[src/rtl/seg_scan_ctrl_pkg.sv]
// Shared constants and types for the multiplexed 7-segment scan controller.
// The seg_scan_ctrl top honours the SEG_SCAN_BLANK_EN macro (ghost-suppression blanking).
package seg_scan_ctrl_pkg;

  localparam int unsigned NUM_DIGITS   = 4;
  localparam int unsigned BLANK_CYCLES = 4;

  localparam logic [6:0] SEG_BLANK = 7'b1111111;

  // Active-low segment codes {g,f,e,d,c,b,a}, indexed by hex nibble.
  localparam logic [6:0] SEG_TABLE [16] = '{
    7'b1000000, 7'b1111001, 7'b0100100, 7'b0110000,
    7'b0011001, 7'b0010010, 7'b0000010, 7'b1111000,
    7'b0000000, 7'b0010000, 7'b0001000, 7'b0000011,
    7'b0100111, 7'b0100001, 7'b0000110, 7'b0001110
  };

  typedef struct packed {
    logic [15:0] digits;
    logic [3:0]  points;
  } frame_t;

endpackage

[src/rtl/seg_scan_ctrl_decode.sv]
// Combinational hex nibble to active-low 7-segment decoder.
module seg_decode
  import seg_scan_ctrl_pkg::*;
(
  input  logic [3:0] nibble,
  output logic [6:0] seg
);

  always_comb begin
    seg = SEG_TABLE[nibble];
  end

endmodule

[src/rtl/seg_scan_ctrl.sv]
// Four-digit multiplexed 7-segment scan controller with frame-atomic data update.
// Define SEG_SCAN_BLANK_EN to blank the first BLANK_CYCLES cycles of every digit slot.
module seg_scan_ctrl
  import seg_scan_ctrl_pkg::*;
#(
  parameter int unsigned CLK_DIV    = 50000,
  parameter int unsigned NUM_DIGITS = seg_scan_ctrl_pkg::NUM_DIGITS
) (
  input  logic        clk,
  input  logic        rst,
  input  logic [15:0] data,
  input  logic [3:0]  dp_in,
  input  logic [3:0]  en_mask,
  input  logic        load,
  output logic [3:0]  an,
  output logic [6:0]  seg,
  output logic        dp,
  output logic        frame_done
);

  localparam int unsigned CNT_W = (CLK_DIV > 1) ? $clog2(CLK_DIV) : 1;

  logic [CNT_W-1:0] cnt, cnt_next;
  logic [1:0]       idx, idx_next;
  frame_t           active, active_next, pending;
  logic             pending_valid;
  logic             tick, wrap, show;
  logic [3:0]       nibble;
  logic [6:0]       dec_seg;

  // Outputs are registered from next-state values so they line up with idx/cnt.
  always_comb begin
    tick        = (cnt == CNT_W'(CLK_DIV - 1));
    wrap        = tick && (idx == 2'(NUM_DIGITS - 1));
    cnt_next    = tick ? '0 : cnt + 1'b1;
    idx_next    = wrap ? '0 : (tick ? idx + 2'd1 : idx);
    active_next = active;
    if (wrap && load) begin
      active_next = '{digits: data, points: dp_in};
    end else if (wrap && pending_valid) begin
      active_next = pending;
    end
    nibble = active_next.digits[{idx_next, 2'b00} +: 4];
    show   = en_mask[idx_next];
`ifdef SEG_SCAN_BLANK_EN
    if (cnt_next < CNT_W'(BLANK_CYCLES)) begin
      show = 1'b0;
    end
`endif
  end

  seg_decode u_decode (
    .nibble (nibble),
    .seg    (dec_seg)
  );

  always_ff @(posedge clk) begin
    if (rst) begin
      cnt           <= '0;
      idx           <= '0;
      active        <= '0;
      pending       <= '0;
      pending_valid <= 1'b0;
      an            <= '1;
      seg           <= SEG_BLANK;
      dp            <= 1'b1;
      frame_done    <= 1'b0;
    end else begin
      cnt        <= cnt_next;
      idx        <= idx_next;
      active     <= active_next;
      frame_done <= wrap;
      if (load && !wrap) begin
        pending       <= '{digits: data, points: dp_in};
        pending_valid <= 1'b1;
      end else if (wrap) begin
        pending_valid <= 1'b0;
      end
      if (show) begin
        an  <= ~(4'b0001 << idx_next);
        seg <= dec_seg;
        dp  <= ~active_next.points[idx_next];
      end else begin
        an  <= '1;
        seg <= SEG_BLANK;
        dp  <= 1'b1;
      end
    end
  end

endmodule

[config.mk]
export PLATFORM = sky130hd
export DESIGN_NAME = seg_scan_ctrl
export DESIGN_NICKNAME = d
export VERILOG_FILES = /design/src/rtl/seg_scan_ctrl_pkg.sv /design/src/rtl/seg_scan_ctrl_decode.sv /design/src/rtl/seg_scan_ctrl.sv
export SDC_FILE = /design/constraint.sdc
export NUM_CORES = 1
export LEC_CHECK = 0
export CAP_MARGIN = 30
export CORE_ASPECT_RATIO = 1.25
export CORE_UTILIZATION = 55
export CTS_BUF_LIST = sky130_fd_sc_hd__clkbuf_2 sky130_fd_sc_hd__clkbuf_4 sky130_fd_sc_hd__clkbuf_8
export DETAILED_ROUTE_END_ITERATION = 6
export PLACE_DENSITY = 0.78
export SETUP_SLACK_MARGIN = 0.1
export SLEW_MARGIN = 20
export SYNTH_ARGS = -nofsm -noshare
export SYNTH_HDL_FRONTEND = slang
export SYNTH_SLANG_ARGS = --single-unit
[constraint.sdc]
create_clock -name clk -period 4 [get_ports clk]
set_input_delay 0.6 -clock clk [delete_from_list [all_inputs] [get_ports clk]]
set_output_delay 0.6 -clock clk [all_outputs]
set_load 0.01 [all_outputs]
==> Implementation_results.wiki, run 1 <==
{| class="wikitable"
! Metric !! Value
|-
| Total of flip-flops plus latches after synthesis || 72
|-
| Cell chosen for the clock root || sky130_fd_sc_hd__clkbuf_8
|-
| Hold bufs inserted after CTS || 0
|-
| Skew-Pair Late Insertion Delay || 360 ps
|-
| Number of antenna violations at the first check in global routing || 0
|-
| Die Outline Area || 6600 um2
|-
| Element type at the critical path start || flop
|-
| Number of global-route vias before repair || between 3000 and 4000
|-
| Summed negative setup slack over all endpoints || 0 ps
|-
| Remaining global-route overflow || 0
|-
| Result of the run || complete, no violations
|-
| Clock tree sinks || between 70 and 80
|-
| Post-CTS Repair Setup Buffers || 0
|-
| Horizontal extent of the die || 72.9 um
|-
| Final setup violation count || 0
|-
| Final routed wire length divided by cell count || roughly 16 um
|-
| Commonest non-fill, non-tap cell in the layout || sky130_fd_sc_hd__dfxtp_1
|-
| Class of the most critical hold timing path || flop to flop
|-
| Post-cts gate resize count || 0
|-
| Cell chain of the critical path || ha_1 > and4_1 > and4_2 > buf_4 > nand3_1 > a31oi_1 > nor3_1 > and2_1 > inv_1 > ha_1 > inv_1 > a31oi_1 > a21oi_1 > a22oi_1
|-
| TritonCTS Buffers || 9
|-
| Cell type of the slowest stage on the worst timing path || sky130_fd_sc_hd__dfxtp_1
|-
| Die Y-Extent || a little over 90 um
|-
| GP Congestion || around 0.88
|-
| Clock transition at the register clock pins on the worst setup and hold paths after CTS || 70 ps
|-
| Post-DP HPWL || 5680 um
|-
| Power Density || 363 nW/um2
|-
| Global-route wire length before repair || roughly 14000 um
|-
| Total power after layout || 0.00149 W
|-
| Fraction of final layout cells with drive strength greater than 1 || 9.27%
|-
| Number of buffers between clock root and the deepest sink || 2
|-
| Placeable core region || between 5000 and 6000 um2
|-
| Pre-CTS worst setup slack || between 500 and 600 ps
|-
| Start-to-end type of the worst setup path || flop to flop
|-
| Setup repair after global routing missed its margin || false
|-
| Via count of the routed design || roughly 3200
|-
| Worst supply voltage drop on vdd || 0.282 mV
|-
| TritonRoute pass-1 iters || 5
|-
| Synthesis-to-layout area growth || 18.9%
|-
| Max-slew violation total from the final report || 0
|-
| Largest net degree at the start of global routing || 48
|-
| Fill cell total of the finished layout || 500
|-
| Critical path required time || 4280 ps
|-
| Max Cap Violations || 0
|-
| Commonest cells after routing, fill and taps aside || sky130_fd_sc_hd__dfxtp_1, sky130_fd_sc_hd__nand2_1, sky130_fd_sc_hd__nor2_1
|-
| Leakage power of the design || around 1.6 nW
|-
| Final worst path period need || about 3500 ps
|-
| Global-route total usage across every layer || 26.8%
|-
| CP arrival || 3750 ps
|-
| Number of placement rows || 31
|-
| Per-instance average area after synthesis || around 8.3 um2
|-
| Cell count after synthesis || about 420
|-
| Final critical-path setup slack || ~530 ps
|-
| Starting DRT DRC Count || 158
|-
| Number of top-level design ports || 40
|-
| Highest attainable clock frequency || roughly 290 MHz
|-
| Synth Net Count || 450
|-
| Number of hold violations in the final report || 0
|-
| Count of yosys warnings during synthesis || 0
|-
| Biggest fanout along the worst timing path || 17
|-
| TritonCTS clock tree || done
|-
| Number of different library cells in the post-synthesis netlist || between 50 and 60
|-
| Worst stage delay on the critical path || 470 ps
|-
| Number of inserted diodes || 0
|-
| Share of the clock period used by the worst path after layout || between 80 and 90%
|-
| Wire length after detailed routing || 8370 um
|-
| Layout Nets || slightly below 500
|-
| Number of enable flip-flop cells after synthesis || 0
|-
| CTS H-tree lvls || 3
|-
| Layout Skew || around 12 ps
|-
| Post-synthesis cell area || between 3000 and 4000 um2
|-
| Number of I/O port buffers || 39
|-
| Number of remaining DRC errors || 0
|-
| Top_reg_cell synth || sky130_fd_sc_hd__dfxtp_1
|-
| Antenna Nets Post-Route || 0
|-
| Normalized max-slew margin || 45.6%
|-
| Sequential-to-total area share from yosys stat || between 40% and 50%
|-
| Nature of the critical path endpoint || flop
|-
| Async S/R FF share, synth || 0%
|-
| Initial core utilization || around three fifths
|-
| Worst-margin pin slew || around 820 ps
|-
| Via-to-Cell Ratio || 5.99
|}
worst paths after layout:
path	endpoint	from	slack [ps]	depth (start not counted)
setup / recovery	seg[3]	idx[0]	530	14
hold reg to reg	pending[13]	pending[13]	460	2
hold / removal	pending[13]	pending[13]	460	2
setup reg to reg	seg[3]	idx[0]	530	14
routing by layer:
layer	wire, um	GRT usage [%]
met2	4030	43.4
met1	3520	31.8
met5	0	0
met4	353	15.7
met3	470	6.14
through the flow:
stage	instances	area (um2)	util (%)	hold slack [ps]
after global routing	535	4110	69.2	475
after floorplan	415	3450	-	426
after detailed placement	519	3890	65.5	447
after CTS	535	4110	69.2	458
after global placement	519	3890	65.5	440
final	535	4110	69.2	456
synthesized netlist by cell type (2+ instances only):
cell type                  instances  area, um2
sky130_fd_sc_hd__o21ai_0          14       70.1
sky130_fd_sc_hd__a211oi_1          5       37.5
sky130_fd_sc_hd__nor3_1            5       25.0
sky130_fd_sc_hd__a41oi_1           3       26.3
sky130_fd_sc_hd__nor2_1           43        161
sky130_fd_sc_hd__inv_1            12       45.0
sky130_fd_sc_hd__and3_1            5       31.3
sky130_fd_sc_hd__o21a_1            2       15.0
sky130_fd_sc_hd__clkbuf_1         16       60.1
sky130_fd_sc_hd__nand2_1          66        248
sky130_fd_sc_hd__nand4_1           2       12.5
sky130_fd_sc_hd__xor2_1            9       78.8
sky130_fd_sc_hd__nand2b_1          2       12.5
sky130_fd_sc_hd__or2_2             2       12.5
sky130_fd_sc_hd__a21oi_1          33        165
sky130_fd_sc_hd__mux2i_1           6       60.1
sky130_fd_sc_hd__a2111o_1          2       22.5
sky130_fd_sc_hd__a22oi_1           4       30.0
sky130_fd_sc_hd__o211ai_1          3       22.5
sky130_fd_sc_hd__or3_1             2       12.5
sky130_fd_sc_hd__and4bb_2          2       25.0
sky130_fd_sc_hd__a22o_1            4       35.0
sky130_fd_sc_hd__a31oi_1          15       93.8
sky130_fd_sc_hd__a32oi_1           7       61.3
sky130_fd_sc_hd__ha_1              8        100
sky130_fd_sc_hd__o22a_1            6       52.6
sky130_fd_sc_hd__and2_1            3       18.8
sky130_fd_sc_hd__nor2b_1           3       18.8
sky130_fd_sc_hd__nand3_1          23        115
sky130_fd_sc_hd__dfxtp_1          72       1440
sky130_fd_sc_hd__mux2_2            2       22.5
sky130_fd_sc_hd__buf_2             3       15.0
sky130_fd_sc_hd__buf_4             4       30.0
sky130_fd_sc_hd__xnor2_1           3       26.3
registers in the layout, summed over array words and instances, names as in the netlist:
name,cells
active,20
pending,20
cnt,16
seg,7
an,4
idx,2
dp,1
frame_done,1
pending_valid,1
cell type report:
| type | count | area, um2 | share of cell area (%) |
|---|---|---|---|
| multi-input cells | 306 | 1850 | 45.0 |
| clock inverters | 5 | 81.3 | 1.98 |
| well taps | 82 | 103 | 2.50 |
| flip-flops and latches | 72 | 1440 | 35.1 |
| repair buffers | 47 | 450 | 11.0 |
| inverters | 12 | 45.0 | 1.10 |
| clock buffers | 11 | 139 | 3.38 |
worst max-delay path: cells and delay by family (launching register included):
kind	cells	cell delay, ps
and+or+nand+nor	5	1310
AOI/OAI and AO/OA	4	710
adders and majority gates	2	510
DFF	1	470
buffers and inverters	3	400
logic make-up (layout without fill, tap and decap cells):
| logic type | after synthesis | in the layout | share of synthesized area [%] |
|---|---|---|---|
| buf+inv | 37 | 75 | 4.78 |
| mux | 10 | 10 | 3.48 |
| xor+xnor | 12 | 12 | 3.04 |
| simple gates | 168 | 168 | 23.1 |
| fa+ha+maj | 8 | 8 | 2.90 |
| flops | 72 | 72 | 41.7 |
| compound gates | 108 | 108 | 21.0 |
power by group:
part	internal, W	switching (W)	leakage, nW	total (W)
Combinational	0.0000503	0.0000512	0.871	0.000102
Sequential	0.000735	0.0000121	0.587	0.000747
Clock	0.000365	0.000276	0.110	0.000641
(Power assumes the default switching activity.)
==> inputs of run 2 (changes only) <==
CORE_UTILIZATION = 52   (was 55)
PLACE_DENSITY = 0.77   (was 0.78)
clock period = 3.11 ns   (was 4 ns; I/O delays follow)
==> run 2 against run 1 <==
Net effect: worst setup slack lost 340 ps; clock skew decreased by 3.7 ps; first-iteration DRC count grew 39%; clock power increased by 30%; register-to-register slack worse by 340 ps; combinational power grew 36%; largest cell class unchanged; largest power group unchanged.
==> Implementation_results.wiki, run 2 (synthesis results as in run 1) <==
{| class="wikitable"
! Metric !! Value
|-
| Result of the run || complete, no violations
|-
| Normalized max-slew margin || around 47%
|-
| Final setup violation count || 0
|-
| Area of combinational cells with multiple inputs || between 1500 and 2000 um2
|-
| Initial core utilization || 54.9%
|-
| Fill cell total of the finished layout || 530
|-
| Number of placement rows || 32
|-
| Capture instance of the worst register-to-register path || seg[5]
|-
| Critical path required time || 3330 ps
|-
| Clock transition at the register clock pins on the worst setup and hold paths after CTS || about 80 ps
|-
| Number of global-route vias before repair || approximately 3000
|-
| Commonest cells after routing, fill and taps aside || sky130_fd_sc_hd__dfxtp_1, sky130_fd_sc_hd__nand2_1, sky130_fd_sc_hd__nor2_1
|-
| Commonest non-fill, non-tap cell in the layout || sky130_fd_sc_hd__dfxtp_1
|-
| Horizontal extent of the die || 74.9 um
|-
| Power Density || around 450 nW/um2
|-
| Delay-heaviest family, CP || compound AO/OA/AOI/OAI gates
|-
| Synthesis-to-layout area growth || 25.4%
|-
| Number of inserted diodes || 0
|-
| Global-route wire length before repair || between 10000 and 15000 um
|-
| Via-to-Cell Ratio || ~6
|-
| Sequential cell area || ~1400 um2
|-
| Summed negative setup slack over all endpoints || 0 ps
|-
| Final worst path period need || between 2000 and 3000 ps
|-
| Cell type of the slowest stage on the worst timing path || sky130_fd_sc_hd__a2111o_1
|-
| Number of hold violations in the final report || 0
|-
| GP Congestion || 0.871
|-
| Pre-CTS worst setup slack || between 40 and 50 ps
|-
| Most repeated library cell on the critical path || sky130_fd_sc_hd__buf_4
|-
| Worst stage delay on the critical path || 480 ps
|-
| Highest attainable clock frequency || around 340 MHz
|-
| Origin of the worst min-delay path || pending[4]
|-
| Antenna Nets Post-Route || 0
|-
| Internal power summed over all cells || 0.00149 W
|-
| Cell chosen for the clock root || sky130_fd_sc_hd__clkbuf_8
|-
| Global-route total usage across every layer || 27.1%
|-
| Number of remaining DRC errors || 0
|-
| Nature of the critical path endpoint || flop
|-
| Max Cap Violations || 0
|-
| Switch share || between 20% and 30%
|-
| Number of I/O port buffers || 39
|-
| Share of the clock period used by the worst path after layout || 93.8%
|-
| Number of top-level design ports || 40
|-
| Clock tree sinks || 72
|-
| Final routed wire length divided by cell count || about 16 um
|-
| Number of antenna violations at the first check in global routing || 0
|-
| Clock power share || between 40% and 50%
|-
| Number of cells on the worst hold path || 2
|-
| Fraction of final layout cells with drive strength greater than 1 || between 10% and 20%
|-
| Skew-Pair Late Insertion Delay || 350 ps
|-
| Part of the power in registers || 49.7%
|-
| Biggest fanout along the worst timing path || 9
|-
| Endpoint with the worst hold slack || pending[4]
|-
| Via count of the routed design || about 3300
|-
| Die Y-Extent || around 93 um
|-
| CP arrival || between 3000 and 4000 ps
|-
| TritonCTS clock tree || done
|-
| Worst R2R Setup Slack || 190 ps
|-
| TritonCTS Buffers || 9
|-
| Largest net degree at the start of global routing || 46
|-
| TritonRoute pass-1 iters || 4
|-
| Placeable core region || approximately 6300 um2
|-
| Final critical-path setup slack || around 190 ps
|-
| Worst-margin pin slew || ~800 ps
|-
| Die Outline Area || roughly 7000 um2
|-
| Class of the most critical hold timing path || flop to flop
|-
| Wire length after detailed routing || 9120 um
|-
| R2r worst-path depth || 14
|-
| Layout Nets || 502
|-
| Leakage power of the design || between 1.5 and 2 nW
|-
| CTS H-tree lvls || 3
|-
| Remaining global-route overflow || 0
|-
| Worst supply voltage drop on vdd || between 0.3 and 0.4 mV
|-
| Element type at the critical path start || flop
|-
| Post-DP HPWL || 5810 um
|-
| Setup repair after global routing missed its margin || false
|-
| Max-slew violation total from the final report || 0
|-
| Net Sw Power || 0.000434 W
|-
| R2R Path Start || cnt[11]
|-
| Cell chain of the critical path || nor4b_4 > buf_4 > nand4_1 > buf_4 > buf_4 > nand2_1 > nand3_1 > a2111o_1 > buf_4 > ha_1 > inv_1 > a31oi_2 > a21oi_1 > o211ai_1
|-
| Combinational Power Share || slightly above 7%
|-
| Layout Skew || 8.57 ps
|-
| Number of buffers between clock root and the deepest sink || 2
|-
| Start-to-end type of the worst setup path || flop to flop
|-
| Hold bufs inserted after CTS || 0
|-
| Worst path bufs/invs || 5
|-
| Starting DRT DRC Count || ~220
|-
| Registers with the highest flip-flop counts || active (20), pending (20), cnt (16)
|}
-- run 2: changes by cell type in the layout (fill, tap and decap cells not counted), sizes merged --
cell      delta
buf         +17
and4         +2
clkinv       -1
clkinvlp     +1
-- run 2: timing repair --
action,4_1_cts,5_1_grt
pin swaps,1,4
endpoints found under the setup margin,4,7
setup buffers,1,4
cloned,0,2
resized for setup,4,21
-- run 2: final cells by class --
class / instances / share of cell area (%)
Timing Repair Buffer: 64 / 13.4
Tap cell: 85 / 2.46
Sequential cell: 72 / 33.4
Inverter: 12 / 1.04
Multi-Input combinational cell: 308 / 44.4
Clock buffer: 11 / 3.35
Clock inverter: 5 / 1.85
-- run 2: worst max-delay path by stage --
stage,startpoint,end,slack (ps),cells after the start
4_1_cts,idx[0],seg[5],110,13
6_report,cnt[11],seg[5],190,14
3_3_place_gp,idx[0],seg[3],100,13
5_1_grt,idx[0],seg[5],50,13
3_5_place_dp,idx[0],seg[5],50,13
2_1_floorplan,idx[0],seg[3],120,14
-- run 2: per-stage QoR --
step / std cells / utilization (%) / total power [W] / cell area (um2) / hold slack, ps
6_report: 557 / 68.9 / 0.00193 / 4330 / 458
5_1_grt: 557 / 68.9 / 0.00199 / 4330 / 482
4_1_cts: 551 / 67.1 / 0.00193 / 4220 / 457
3_5_place_dp: 534 / 63.3 / 0.00111 / 3980 / 447
3_3_place_gp: 534 / 63.3 / 0.00111 / 3980 / 441
2_1_floorplan: 415 / - / 0.00104 / 3450 / 426
-- run 2: layer usage --
layer  part of all wire (%)  GRT usage, %  up-vias
met5                      0             0        -
met3                    4.6          3.45       21
met1                     41          33.0     1574
li1                       -             -     1586
met4                    2.6          13.1        0
met2                     51          46.2       97
-- run 2: worst register-to-register path, cell delays in order (launching register included) --
cell and delay, ps:
sky130_fd_sc_hd__dfxtp_2 360, sky130_fd_sc_hd__nor4b_4 380, sky130_fd_sc_hd__buf_4 190, sky130_fd_sc_hd__nand4_1 90
sky130_fd_sc_hd__buf_4 170, sky130_fd_sc_hd__buf_4 160, sky130_fd_sc_hd__nand2_1 80, sky130_fd_sc_hd__nand3_1 90
sky130_fd_sc_hd__a2111o_1 480, sky130_fd_sc_hd__buf_4 180, sky130_fd_sc_hd__ha_1 200, sky130_fd_sc_hd__inv_1 90
sky130_fd_sc_hd__a31oi_2 50, sky130_fd_sc_hd__a21oi_1 160, sky130_fd_sc_hd__o211ai_1 100
-- run 2: power by group through the flow --
stage,clock network [W],logic [W],registers [W]
final,0.000832,0.000139,0.000957
after global placement,0,0.000134,0.000978
after global routing,0.000881,0.000152,0.000960
after CTS,0.000837,0.000138,0.000957
after floorplan,0,0.0000652,0.000979
after detailed placement,0,0.000137,0.000978
